`src/rtl/cond_flag_stage.sv`:
```
// Execute-to-memory stage: owns the NZCV flags, evaluates the Execute
// condition code and registers the qualified instruction into M.
module cond_flag_stage #(
    parameter int WIDTH = 18,
    parameter int RA_W  = 4
) (
    input  logic             clk,
    input  logic             reset,
    input  logic             Stall,
    input  logic             Flush,
    input  logic             ValidE,
    input  logic [3:0]       CondE,
    input  logic [1:0]       FlagWriteE,
    input  logic             RegWriteE,
    input  logic             MemWriteE,
    input  logic [RA_W-1:0]  WA3E,
    input  logic [WIDTH-1:0] ALUResultE,
    input  logic [WIDTH-1:0] WriteDataE,
    input  logic             ALUNegative,
    input  logic             ALUZero,
    input  logic             ALUCarry,
    input  logic             ALUOverFlow,
    output logic             CondExE,
    output logic [3:0]       Flags,
    output logic             ValidM,
    output logic             RegWriteM,
    output logic             MemWriteM,
    output logic [RA_W-1:0]  WA3M,
    output logic [WIDTH-1:0] ALUResultM,
    output logic [WIDTH-1:0] WriteDataM
);

    typedef struct packed {
        logic             valid;
        logic             reg_we;
        logic             mem_we;
        logic [RA_W-1:0]  wa3;
        logic [WIDTH-1:0] result;
        logic [WIDTH-1:0] wdata;
    } ex_mem_t;

    ex_mem_t    r_m;
    logic [3:0] r_flags;

    logic w_n;
    logic w_z;
    logic w_c;
    logic w_v;
    logic w_pass;
    logic w_upd;
    logic w_live;

    assign w_n = r_flags[3];
    assign w_z = r_flags[2];
    assign w_c = r_flags[1];
    assign w_v = r_flags[0];

    // Condition sees only the registered flags; no same-cycle ALU bypass.
    always_comb begin
        w_pass = 1'b0;
        unique case (CondE)
            4'b0000: w_pass = w_z;
            4'b0001: w_pass = ~w_z;
            4'b0010: w_pass = w_c;
            4'b0011: w_pass = ~w_c;
            4'b0100: w_pass = w_n;
            4'b0101: w_pass = ~w_n;
            4'b0110: w_pass = w_v;
            4'b0111: w_pass = ~w_v;
            4'b1000: w_pass = w_c & ~w_z;
            4'b1001: w_pass = ~w_c | w_z;
            4'b1010: w_pass = (w_n == w_v);
            4'b1011: w_pass = (w_n != w_v);
            4'b1100: w_pass = ~w_z & (w_n == w_v);
            4'b1101: w_pass = w_z | (w_n != w_v);
            4'b1110: w_pass = 1'b1;
            4'b1111: w_pass = 1'b0;
        endcase
    end

    assign w_live = ValidE & w_pass;
    assign w_upd  = w_live & ~Stall & ~Flush;

    // N,Z and C,V halves update independently.
    always_ff @(posedge clk) begin
        if (reset) begin
            r_flags <= 4'b0000;
        end else if (w_upd) begin
            if (FlagWriteE[1]) begin
                r_flags[3:2] <= {ALUNegative, ALUZero};
            end
            if (FlagWriteE[0]) begin
                r_flags[1:0] <= {ALUCarry, ALUOverFlow};
            end
        end
    end

    // Flush bubbles the control bits but leaves the data fields alone.
    always_ff @(posedge clk) begin
        if (reset) begin
            r_m <= '0;
        end else if (Flush) begin
            r_m.valid  <= 1'b0;
            r_m.reg_we <= 1'b0;
            r_m.mem_we <= 1'b0;
        end else if (!Stall) begin
            r_m.valid  <= ValidE;
            r_m.reg_we <= RegWriteE & w_live;
            r_m.mem_we <= MemWriteE & w_live;
            r_m.wa3    <= WA3E;
            r_m.result <= ALUResultE;
            r_m.wdata  <= WriteDataE;
        end
    end

    assign CondExE    = w_pass;
    assign Flags      = r_flags;
    assign ValidM     = r_m.valid;
    assign RegWriteM  = r_m.reg_we;
    assign MemWriteM  = r_m.mem_we;
    assign WA3M       = r_m.wa3;
    assign ALUResultM = r_m.result;
    assign WriteDataM = r_m.wdata;

endmodule

```
`config.mk`:
```
export PLATFORM = sky130hd
export DESIGN_NAME = cond_flag_stage
export DESIGN_NICKNAME = d
export VERILOG_FILES = /design/src/rtl/cond_flag_stage.sv
export SDC_FILE = /design/constraint.sdc
export NUM_CORES = 1
export LEC_CHECK = 0
export CELL_PAD_IN_SITES_DETAIL_PLACEMENT = 1
export CELL_PAD_IN_SITES_GLOBAL_PLACEMENT = 1
export CORE_MARGIN = 5
export CORE_UTILIZATION = 24
export CTS_CLUSTER_DIAMETER = 200
export DETAILED_ROUTE_END_ITERATION = 12
export GPL_TIMING_DRIVEN = 0
export PLACE_DENSITY = 0.86
export SYNTH_ARGS = -nofsm -noshare
export SYNTH_HDL_FRONTEND = slang
export SYNTH_SLANG_ARGS = --single-unit
```
`constraint.sdc`:
```
create_clock -name clk -period 1.55 [get_ports clk]
set_input_delay 0.2325 -clock clk [delete_from_list [all_inputs] [get_ports clk]]
set_output_delay 0.2325 -clock clk [all_outputs]
set_load 0.05 [all_outputs]
```
==> flow_summary.toml <==
[place]
routabilityCongestion = 0.702
port_buffers = 102
hpwl_um = 4920

[sta]
worst_pin_slew_ns = 0.527
setup_viol = 7
finalCriticalPeriod_ns = 1.85
setup_slack_ns = -0.296
hold_viol_final = 0
max_slew_margin = 0.650
maxSlewViolCount = 0
finalCritPeriodShare = 1.19
fmax_mhz = 542
setup_tns_ns = -1.64
rsz0062_at_grt = "true"
clock-skew-final_ns = 0.00760

[logic_synthesis]
synth_edf_count = 0
yosysWarnings = 0
netlist_area_sq_um = 1880
synthArstFlopShare = 0
syn_area_per_cell_sq_um = 8.06
synth_cells = 233
ys_ff_latch = 47
yosysSeqAreaShare = 0.501
synthFlopType = "dfxtp_1"
synthDistinctLibCells = 25
synth_nets = 290

[floorplan]
rows = 32
die-area_sq_um = 9690
ioPinCount = 105
chipWidth_um = 98.5
die_h_um = 98.5
coreArea_sq_um = 7690
start_util = 0.244

[clock_network]
cts_tree = "yes"
root_buffer = "clkbuf_8"
cts_buffers = 5
clockBufferDepth = 2
cts_hold_buf = 0
clock-sinks = 47
htreeDepth = 2
clk_pin_slew_ns = 0.09
clock_latency_ns = 0.30

[cells_and_area]
finish.utilization = 0.423
nets = 403
n_antenna_cell = 0
syn_to_final_growth_pct = 73.0
drive_gt1_frac = 0.144

[route]
drt_iter0_markers = 22
ant_nets = 0
dr_total_vias = 1978
avgViaCountPerCell = 4.41
first_pass_iters = 4
m1WireLength_um = 2420
top_layer_used = "met4"
wl_met3_um = 503
wl_met2_um = 3370
drc_errors = 0
wirelength_um = 6310
wl_per_cell_um = 14.1

[min_path]
hp-start = "Stall"
hold_path.class = "in -> reg"
hold_path_depth = 3
holdPathEnd = "RegWriteM$_SDFFE_PP0N_"

[power]
power.total_mw = 2.88
power_density_nw_per_um2 = 885
leakagePower_nw = 1.37
irDropWorstVdd_v = 0.000323

[setup_path]
r2r_end = "MemWriteM$_SDFFE_PP0N_"
regToRegSetupSlack_ns = -0.30
required_ns = 1.77
crit_chain = "o21ba_4, o22ai_4, buf_4, buf_6, mux2_4, a211o_1, a211oi_2"
crit_arrival_ns = 2.07
critPathMaxStageDelay_ns = 0.37
critical_path_buf_inv_count = 2
critical_path.max_fanout = 4
cp-start-kind = "flop"
reg2reg_depth = 7
slowest_stage = "dfxtp_4"
cp-end-kind = "flop"
cpLargestDelayFamily = "compound AO/OA/AOI/OAI gates"
rr_startpoint = "Flags[1]$_SDFFE_PP0P_"
critical_path_class = "reg -> reg"

[global_routing]
grt_max_degree = 16
grt_pass1_wl_um = 10300
grt_pass1_vias = 2112
grtUsageTotal = 0.130
grt.overflow.total = 0
antenna_found_initial = 0

[status]
violations = "setup timing"
status = "finished with violations"

[flow_run]
drv_cap = 0
==> routing by layer <==
layer / up-vias / GRT usage
met5: - / 0
met1: 929 / 0.142
met2: 55 / 0.235
met4: 0 / 0.0284
met3: 2 / 0.0552
li1: 992 / -
==> per-stage QoR <==
| step | hold slack, ns | instance area, sq um | std cells | setup slack (ns) |
|---|---|---|---|---|
| finish | 0.330 | 3250 | 449 | -0.296 |
| global route | 0.371 | 3250 | 449 | -0.351 |
| CTS | 0.308 | 3230 | 448 | -0.297 |
| detailed placement | 0.449 | 3080 | 437 | -1.24 |
| global placement | 0.441 | 3080 | 437 | -1.20 |
| floorplan | 0.311 | 1930 | 233 | -0.0990 |
==> kinds of logic (layout without fill, tap and decap cells) <==
logic type,count (synthesis),in the layout,share of synthesized area
AND/OR/NAND/NOR,105,105,0.234
AO/OA/AOI/OAI,51,51,0.157
flip-flops,47,47,0.501
buffers and inverters,18,132,0.0400
multiplexers,8,8,0.0500
XOR/XNOR,4,4,0.0187
==> repair_timing <==
| action | in CTS | in global routing |
|---|---|---|
| endpoints found under the setup margin | 94 | 33 |
| gates resized for setup | 78 | 14 |
| buffers inserted | 3 | 1 |
| pin swaps | 5 | 0 |
==> worst register-to-register path, stage by stage (launching register included) <==
cell and delay, ns:
dfxtp_4 0.37, o21ba_4 0.20, o22ai_4 0.19, buf_4 0.15, buf_6 0.08, mux2_4 0.33, a211o_1 0.28, a211oi_2 0.17
==> layout make-up <==
| cell class | instances | area [sq um] |
|---|---|---|
| Sequential cell | 47 | 953 |
| Buffer | 16 | 78.8 |
| Timing Repair Buffer | 106 | 988 |
| Tap cell | 102 | 128 |
| Inverter | 2 | 7.51 |
| Fill cell | 937 | 4440 |
| Clock inverter | 2 | 38.8 |
| Clock buffer | 6 | 82.6 |
| Multi-Input combinational cell | 168 | 972 |
==> sequential cells by signal, indices dropped and copies added, names as in the netlist <==
register and flops:
Flags 4, ALUResultM 18, WA3M 4, ValidM 1, RegWriteM 1, WriteDataM 18, MemWriteM 1
==> placed cells by master (no fill, tap or decap), types with 2 or more instances in the layout <==
master	n
clkbuf_8	6
mux2i_4	2
inv_1	2
clkbuf_1	6
a21oi_4	3
a211oi_2	2
dlygate4sd2_1	47
clkdlybuf4s50_1	51
mux2i_1	5
nor2_2	2
a211o_1	2
buf_4	3
xnor2_2	3
nand3b_1	2
dfxtp_4	3
clkbuf_2	8
dfxtp_1	43
nand2b_1	8
a21oi_1	40
buf_6	3
nand2_1	84
or2_2	2
buf_2	3
==> worst max path at each step <==
stage | from | slack [ns] | cells past startpoint | end
finish | Flags[1]$_SDFFE_PP0P_ | -0.30 | 7 | MemWriteM$_SDFFE_PP0N_
detailed placement | CondE[2] | -1.24 | 6 | CondExE
floorplan | Flags[2]$_SDFFE_PP0P_ | -0.1 | 5 | MemWriteM$_SDFFE_PP0N_
global placement | CondE[2] | -1.20 | 6 | CondExE
CTS | Flags[1]$_SDFFE_PP0P_ | -0.30 | 6 | CondExE
global route | Flags[1]$_SDFFE_PP0P_ | -0.35 | 6 | CondExE
==> synthesized netlist by cell type (2+ instances only) <==
master	number	area [sq um]
nor2_1	3	11.3
or2_2	2	12.5
dfxtp_1	47	941
a211o_1	2	17.5
a21oi_1	43	215
xnor2_1	4	35.0
clkbuf_1	15	56.3
nand2_1	85	319
nand3b_1	2	15.0
nand2b_1	8	50.1
a211oi_1	2	15.0
inv_1	2	7.51
mux2i_1	6	60.1
==> power breakdown <==
group | leakage (nW) | switching, mW | internal (mW)
registers | 0.387 | 0.0253 | 1.25
clock network | 0.0618 | 0.432 | 0.531
logic | 0.918 | 0.374 | 0.262
Power figures use the tool's default switching activity.
